## config.mk

```make
export PLATFORM = sky130hd
export DESIGN_NAME = fpu_div_responder_flat
export DESIGN_NICKNAME = d
export VERILOG_FILES = /design/src/rtl/fpu_div_responder_pkg.sv /design/src/rtl/fpu_div_responder_if.sv /design/src/rtl/fpu_div_responder_counter.sv /design/src/rtl/fpu_div_responder.sv /design/src/flat_wrapper.sv
export SDC_FILE = /design/constraint.sdc
export NUM_CORES = 1
export LEC_CHECK = 0
export BUFFER_PORTS_ARGS = -buffer_cell sky130_fd_sc_hd__buf_2
export CORE_AREA = 2 2 160 162
export DETAILED_ROUTE_END_ITERATION = 10
export DIE_AREA = 0 0 162 164
export PLACE_DENSITY = 0.68
export SETUP_SLACK_MARGIN = 0.3
export SYNTH_ARGS = -nofsm -noshare
export SYNTH_HDL_FRONTEND = slang
export SYNTH_SLANG_ARGS = --single-unit
```

## constraint.sdc

```tcl
create_clock -name clk -period 2.4 [get_ports clk]
set_input_delay 0.24 -clock clk [delete_from_list [all_inputs] [get_ports clk]]
set_output_delay 0.24 -clock clk [all_outputs]
set_load 0.005 [all_outputs]
```

## src/rtl/fpu_div_responder_pkg.sv

```systemverilog
// Shared types and constants for the floating-point divide responder.
package fpu_pkg;
    localparam int FP_W   = 64;
    localparam int FLAG_W = 5;
    localparam int CNT_W  = 8;

    localparam logic [1:0] RM_RNE = 2'b00;
    localparam logic [1:0] RM_RTZ = 2'b01;
    localparam logic [1:0] RM_RDN = 2'b10;
    localparam logic [1:0] RM_RUP = 2'b11;

    typedef enum logic [1:0] {
        ST_IDLE,
        ST_CLEAR,
        ST_RUN,
        ST_RESP
    } div_rsp_state_t;

    // The divider leaves the upper word undefined in single precision.
    function automatic logic [FP_W-1:0] fmt_result(input logic db, input logic [FP_W-1:0] r);
        return db ? r : {32'h0, r[31:0]};
    endfunction
endpackage

```

## src/rtl/fpu_div_responder_if.sv

```systemverilog
// Request/response channel between a consumer and the divide responder.
interface fpu_div_responder_if;
    import fpu_pkg::*;

    logic              req_valid;
    logic              req_ready;
    logic [FP_W-1:0]   req_a;
    logic [FP_W-1:0]   req_b;
    logic              req_db;
    logic [1:0]        req_rm;
    logic              rsp_valid;
    logic              rsp_ready;
    logic [FP_W-1:0]   rsp_result;
    logic [FLAG_W-1:0] rsp_flags;

    modport slave (
        input  req_valid, req_a, req_b, req_db, req_rm, rsp_ready,
        output req_ready, rsp_valid, rsp_result, rsp_flags
    );

    modport master (
        output req_valid, req_a, req_b, req_db, req_rm, rsp_ready,
        input  req_ready, rsp_valid, rsp_result, rsp_flags
    );
endinterface

```

## src/rtl/fpu_div_responder_counter.sv

```systemverilog
// Loadable 8-bit down-counter with zero flag; saturates at zero.
module fpu_latency_counter
    import fpu_pkg::*;
(
    input  logic             clk,
    input  logic             rst,
    input  logic             load_i,
    input  logic [CNT_W-1:0] load_val_i,
    output logic             zero_o
);
    logic [CNT_W-1:0] cnt_q;

    always_ff @(posedge clk) begin
        if (rst) begin
            cnt_q <= '0;
        end else if (load_i) begin
            cnt_q <= load_val_i;
        end else if (cnt_q != '0) begin
            cnt_q <= cnt_q - 1'b1;
        end
    end

    assign zero_o = (cnt_q == '0);
endmodule

```

## src/rtl/fpu_div_responder.sv

```systemverilog
// Valid/ready front end for the iterative FP divider: clear, wait fixed latency,
// capture and hold the result until consumed.
module fpu_div_responder
    import fpu_pkg::*;
#(
    parameter int DIV_LATENCY = 21,
    parameter int CLR_CYCLES  = 2
) (
    input  logic              clk,
    input  logic              rst,
    fpu_div_responder_if.slave bus,
    output logic              div_rst_n,
    output logic [FP_W-1:0]   div_fpa,
    output logic [FP_W-1:0]   div_fpb,
    output logic              div_db,
    output logic [1:0]        div_rm,
    output logic              div_fdiv,
    output logic              div_normal,
    output logic              div_sub,
    input  logic [FP_W-1:0]   div_result,
    input  logic [FLAG_W-1:0] div_flags
);
    localparam logic [CNT_W-1:0] CLR_LOAD = CNT_W'(CLR_CYCLES - 1);
    localparam logic [CNT_W-1:0] RUN_LOAD = CNT_W'(DIV_LATENCY - 1);

    div_rsp_state_t    state_q;
    logic              req_ready_q;
    logic              rsp_valid_q;
    logic [FP_W-1:0]   rsp_result_q;
    logic [FLAG_W-1:0] rsp_flags_q;
    logic              div_rst_n_q;
    logic [FP_W-1:0]   fpa_q;
    logic [FP_W-1:0]   fpb_q;
    logic              db_q;
    logic [1:0]        rm_q;
    logic              mode_q;

    logic              req_hs;
    logic              cnt_load;
    logic [CNT_W-1:0]  cnt_load_val;
    logic              cnt_zero;

    assign req_hs       = bus.req_valid && req_ready_q;
    assign cnt_load     = ((state_q == ST_IDLE) && req_hs) || ((state_q == ST_CLEAR) && cnt_zero);
    assign cnt_load_val = (state_q == ST_IDLE) ? CLR_LOAD : RUN_LOAD;

    fpu_latency_counter u_cnt (
        .clk        (clk),
        .rst        (rst),
        .load_i     (cnt_load),
        .load_val_i (cnt_load_val),
        .zero_o     (cnt_zero)
    );

    always_ff @(posedge clk) begin
        if (rst) begin
            state_q      <= ST_IDLE;
            req_ready_q  <= 1'b0;
            rsp_valid_q  <= 1'b0;
            rsp_result_q <= '0;
            rsp_flags_q  <= '0;
            div_rst_n_q  <= 1'b0;
            fpa_q        <= '0;
            fpb_q        <= '0;
            db_q         <= 1'b0;
            rm_q         <= '0;
            mode_q       <= 1'b0;
        end else begin
            case (state_q)
                ST_IDLE: begin
                    if (req_hs) begin
                        fpa_q       <= bus.req_a;
                        fpb_q       <= bus.req_b;
                        db_q        <= bus.req_db;
                        rm_q        <= bus.req_rm;
                        mode_q      <= 1'b1;
                        req_ready_q <= 1'b0;
                        div_rst_n_q <= 1'b0;
                        state_q     <= ST_CLEAR;
                    end else begin
                        req_ready_q <= 1'b1;
                        div_rst_n_q <= 1'b1;
                    end
                end
                ST_CLEAR: begin
                    if (cnt_zero) begin
                        div_rst_n_q <= 1'b1;
                        state_q     <= ST_RUN;
                    end
                end
                ST_RUN: begin
                    if (cnt_zero) begin
                        rsp_result_q <= fmt_result(db_q, div_result);
                        rsp_flags_q  <= div_flags;
                        rsp_valid_q  <= 1'b1;
                        state_q      <= ST_RESP;
                    end
                end
                ST_RESP: begin
                    if (bus.rsp_ready) begin
                        rsp_valid_q <= 1'b0;
                        req_ready_q <= 1'b1;
                        mode_q      <= 1'b0;
                        state_q     <= ST_IDLE;
                    end
                end
                default: state_q <= ST_IDLE;
            endcase
        end
    end

    assign bus.req_ready  = req_ready_q;
    assign bus.rsp_valid  = rsp_valid_q;
    assign bus.rsp_result = rsp_result_q;
    assign bus.rsp_flags  = rsp_flags_q;
    assign div_rst_n      = div_rst_n_q;
    assign div_fpa        = fpa_q;
    assign div_fpb        = fpb_q;
    assign div_db         = db_q;
    assign div_rm         = rm_q;
    assign div_fdiv       = mode_q;
    assign div_normal     = mode_q;
    assign div_sub        = 1'b0;
endmodule
```

## src/flat_wrapper.sv

```systemverilog
// flat-port wrapper written by rule: the top's interface ports become plain ports
module fpu_div_responder_flat import fpu_pkg::*;
#(
    parameter int DIV_LATENCY = 21,
    parameter int CLR_CYCLES  = 2
)
  (clk, rst, div_rst_n, div_fpa, div_fpb, div_db, div_rm, div_fdiv, div_normal, div_sub, div_result, div_flags, bus_req_valid, bus_req_a, bus_req_b, bus_req_db, bus_req_rm, bus_rsp_ready, bus_req_ready, bus_rsp_valid, bus_rsp_result, bus_rsp_flags);
  fpu_div_responder_if bus_i ();
  input  logic clk;
  input  logic rst;
  output logic div_rst_n;
  output logic [FP_W-1:0] div_fpa;
  output logic [FP_W-1:0] div_fpb;
  output logic div_db;
  output logic [1:0] div_rm;
  output logic div_fdiv;
  output logic div_normal;
  output logic div_sub;
  input  logic [FP_W-1:0] div_result;
  input  logic [FLAG_W-1:0] div_flags;
  input wire logic [$bits(bus_i.req_valid)-1:0] bus_req_valid;
  input wire logic [$bits(bus_i.req_a)-1:0] bus_req_a;
  input wire logic [$bits(bus_i.req_b)-1:0] bus_req_b;
  input wire logic [$bits(bus_i.req_db)-1:0] bus_req_db;
  input wire logic [$bits(bus_i.req_rm)-1:0] bus_req_rm;
  input wire logic [$bits(bus_i.rsp_ready)-1:0] bus_rsp_ready;
  output wire logic [$bits(bus_i.req_ready)-1:0] bus_req_ready;
  output wire logic [$bits(bus_i.rsp_valid)-1:0] bus_rsp_valid;
  output wire logic [$bits(bus_i.rsp_result)-1:0] bus_rsp_result;
  output wire logic [$bits(bus_i.rsp_flags)-1:0] bus_rsp_flags;
  assign bus_i.req_valid = bus_req_valid;
  assign bus_i.req_a = bus_req_a;
  assign bus_i.req_b = bus_req_b;
  assign bus_i.req_db = bus_req_db;
  assign bus_i.req_rm = bus_req_rm;
  assign bus_i.rsp_ready = bus_rsp_ready;
  assign bus_req_ready = bus_i.req_ready;
  assign bus_rsp_valid = bus_i.rsp_valid;
  assign bus_rsp_result = bus_i.rsp_result;
  assign bus_rsp_flags = bus_i.rsp_flags;
  fpu_div_responder #(.DIV_LATENCY(DIV_LATENCY), .CLR_CYCLES(CLR_CYCLES)) u_core (.clk(clk), .rst(rst), .bus(bus_i), .div_rst_n(div_rst_n), .div_fpa(div_fpa), .div_fpb(div_fpb), .div_db(div_db), .div_rm(div_rm), .div_fdiv(div_fdiv), .div_normal(div_normal), .div_sub(div_sub), .div_result(div_result), .div_flags(div_flags));
endmodule
```

==> summary.md <==
| Metric | Value |
|---|---|
| Site row count | 58 |
| Worst Setup End Kind | register |
| Design Power | 10,900 uW |
| Netlist Area Pre-Place | 7730 um2 |
| Post-synthesis register bit count | 214 |
| Psw | 3340 uW |
| Largest net degree at the start of global routing | 83 |
| # clock sinks | 214 |
| Flop2flop setup slack | 450 ps |
| Headroom to the max-slew limit | 0.567 |
| Total track usage | 0.198 |
| Critical R2R Launch | u_core.u_cnt.cnt_q[0]$_SDFFE_PP0P_ |
| P_leak | 0.00576 uW |
| Initial core utilization | 0.312 |
| Post-route DRC | 0 |
| Cells on worst reg2reg path | 6 |
| Netlist cell types | 38 |
| Die area | 26,600 um2 |
| Cell-internal power | 7580 uW |
| Final HPWL DP | 17,400 um |
| VDD IR-drop max | 0.528 mV |
| Pins Over Slew Limit | 0 |
| Status | finished, final reports clean |
| # fillers | 2,165 |
| WP data arrival | 2390 ps |
| # port buffers | 408 |
| Clock share of power | 0.342 |
| RSZ-0062 raised after global routing | false |
| Max Fclk | 514 MHz |
| GPL Wtd Cong | 0.803 |
| Reg-to-Reg End | u_core.u_cnt.cnt_q[3]$_SDFFE_PP0P_ |
| Final min period | 1950 ps |
| Die height | 164 um |
| Crit Path Max Fanout | 5 |
| Share of cells above drive strength 1 | 0.304 |
| Sequential share of power | 0.391 |
| Post-synth EDFFs | 0 |
| Synth Area per Inst | 7.89 um2 |
| Ys async rst share | 0 |
| Layout Nets | 1,766 |
| Top Ports | 410 |
| Via-to-Cell Ratio | 4.67 |
| Most common cell after layout, fill and taps aside | buf_2 |
| Num CTS Buffers | 24 |
| Worst Hold Path Cells | 3 |
| Logic pwr share | 0.267 |
| Setup total negative slack | 0 ps |
| Commonest non-fill, non-tap cells in the layout | 407 x buf_2, 380 x nand2_1, 214 x dfxtp_1 |
| Worst Hold Class | input pin to register |
| CP Launch Type | register |
| Worst Hold Path EP | u_core.bus.rsp_result[35]$_SDFFE_PP0P_ |
| Max Cap Viol | 0 |
| Period utilization | 0.811 |
| Hold Violations, Final | 0 |
| Post-route antenna net violation count | 0 |
| Via count | 8,888 |
| Post-synthesis sequential area ratio | 0.554 |
| Setup bufs post-CTS | 0 |
| Critical Path RT | 2850 ps |
| First-pass GRT wire length | 43,000 um |
| DRT Pass-1 Iters | 5 |
| Hold Startpoint | div_result[35] |
| H-tree Lvls | 1 |
| Clock transition at path regs | 70 ps |
| Clk Latency, worst-skew pair | 510 ps |
| Gate Count Post-Synth | 980 |
| Area delta synth->final | 67.7% |
| Kind of critical path | register to register |
| Die W | 162 um |
| Synth Net Count | 1,191 |
| Clock root cell | clkbuf_16 |
| Warnings, synthesis | 0 |
| Initial drt markers | 697 |
| Top_reg_cell synth | dfxtp_1 |
| Number of global-route vias before repair | 8,675 |
| Initial antenna violation count | 1 |
| Max clock buf depth | 3 |
| Routed WL | 28,400 um |
| Core footprint | 24,800 um2 |
| Setup Skew | 5.61 ps |
| Worst-margin pin slew | 649 ps |
| Switching part of the total | 0.305 |
| CTS tree | built |
| Pwr per Cell Area | 842 nW/um2 |
| Finish-stage setup viols | 0 |
| Per-cell routed wire length | 14.9 um |
| Total grt overflow | 0 |
worst max path at each step:
| stage | from | to |
|---|---|---|
| after floorplan | u_core.state_q[0]$_SDFFE_PP0P_ | u_core.u_cnt.cnt_q[5]$_SDFFE_PP0P_ |
| after global placement | u_core.u_cnt.cnt_q[0]$_SDFFE_PP0P_ | u_core.u_cnt.cnt_q[5]$_SDFFE_PP0P_ |
| after detailed placement | u_core.u_cnt.cnt_q[0]$_SDFFE_PP0P_ | u_core.u_cnt.cnt_q[3]$_SDFFE_PP0P_ |
| after CTS | u_core.u_cnt.cnt_q[0]$_SDFFE_PP0P_ | u_core.bus.rsp_result[36]$_SDFFE_PP0P_ |
| after global routing | u_core.u_cnt.cnt_q[0]$_SDFFE_PP0P_ | u_core.u_cnt.cnt_q[3]$_SDFFE_PP0P_ |
| final | u_core.u_cnt.cnt_q[0]$_SDFFE_PP0P_ | u_core.u_cnt.cnt_q[3]$_SDFFE_PP0P_ |
cell usage after synthesis, types with 2 or more instances:
library cell | count | share of area
nand2_1 | 380 | 0.18
inv_1 | 4 | 0.0019
nand3_1 | 37 | 0.024
o22ai_1 | 2 | 0.0016
a21oi_1 | 207 | 0.13
buf_4 | 4 | 0.0039
clkbuf_1 | 61 | 0.030
o31ai_1 | 2 | 0.0019
nor3b_1 | 2 | 0.0019
ha_1 | 7 | 0.011
and3_1 | 2 | 0.0016
dfxtp_1 | 214 | 0.55
mux2i_1 | 2 | 0.0026
or4_4 | 2 | 0.0029
nand2b_1 | 4 | 0.0032
o21a_1 | 3 | 0.0029
nor2b_1 | 2 | 0.0016
a211oi_1 | 2 | 0.0019
nor2_1 | 8 | 0.0039
xor2_1 | 2 | 0.0023
nor3_1 | 7 | 0.0045
buf_2 | 8 | 0.0052
buf_1 | 3 | 0.0015
critical path, cell delays in order, from the launching register on:
cell      delay, ps
dfxtp_1         340
inv_1           100
ha_1            220
or3b_2          510
or4_4           440
nand3b_2        100
mux2i_1         170
stage by stage:
step	area, um2	worst slack, ps	instances	hold slack [ps]	util
global placement	10200	533	1661	436	0.410
CTS	13000	457	1900	2.77	0.522
finish	13000	454	1902	28.7	0.523
detailed placement	10200	468	1661	440	0.410
floorplan	7730	534	980	376	-
global route	13000	335	1901	29.5	0.523
area by class of cell:
type,instances,area [um2],area share
diodes,2,5.00,0.000386
flip-flops and latches,214,4280,0.330
well taps,330,413,0.0318
clock inverters,9,104,0.00801
inverters,4,15.0,0.00116
multi-input cells,686,3160,0.243
repair buffers,625,4290,0.331
clock buffers,32,702,0.0541
sequential cells by signal (all words and copies together) (netlist names):
name	count
u_core.bus.req_ready	1
u_core.div_fpa	64
u_core.bus.rsp_result	64
u_core.div_fdiv	1
u_core.u_cnt.cnt_q	8
u_core.div_db	1
u_core.bus.rsp_valid	1
u_core.bus.rsp_flags	5
u_core.state_q	2
u_core.div_rm	2
u_core.div_fpb	64
u_core.div_rst_n	1
logic make-up after synthesis:
kind of cell	share of synthesized area
compound gates	0.148
fa+ha+maj	0.0113
other cells	0.000485
xor+xnor	0.00227
flops	0.554
buf+inv	0.0421
simple gates	0.239
mux	0.00259
power by group through the flow:
| stage | clock network [uW] | logic [uW] | registers (uW) |
|---|---|---|---|
| after floorplan | 0 | 1480 | 4330 |
| after global placement | 0 | 2570 | 4310 |
| after detailed placement | 0 | 2620 | 4320 |
| after CTS | 3850 | 2880 | 4250 |
| after global routing | 3980 | 3220 | 4320 |
| final | 3740 | 2910 | 4270 |
per-layer routing:
metal / track usage / vias up / part of all wire
met4: 0.0664 / 0 / 0.029
met2: 0.362 / 418 / 0.49
met5: 0 / - / 0
met1: 0.219 / 4059 / 0.39
met3: 0.0568 / 61 / 0.088
li1: - / 4350 / -
timing repair:
item | in CTS | in global routing
resized for setup | 0 | 3
endpoints found under the setup margin | 0 | 34
hold buffers | 198 | 0
hold endpoints to repair | 198 | 0
No activity file was read; power rests on OpenSTA's default activity.
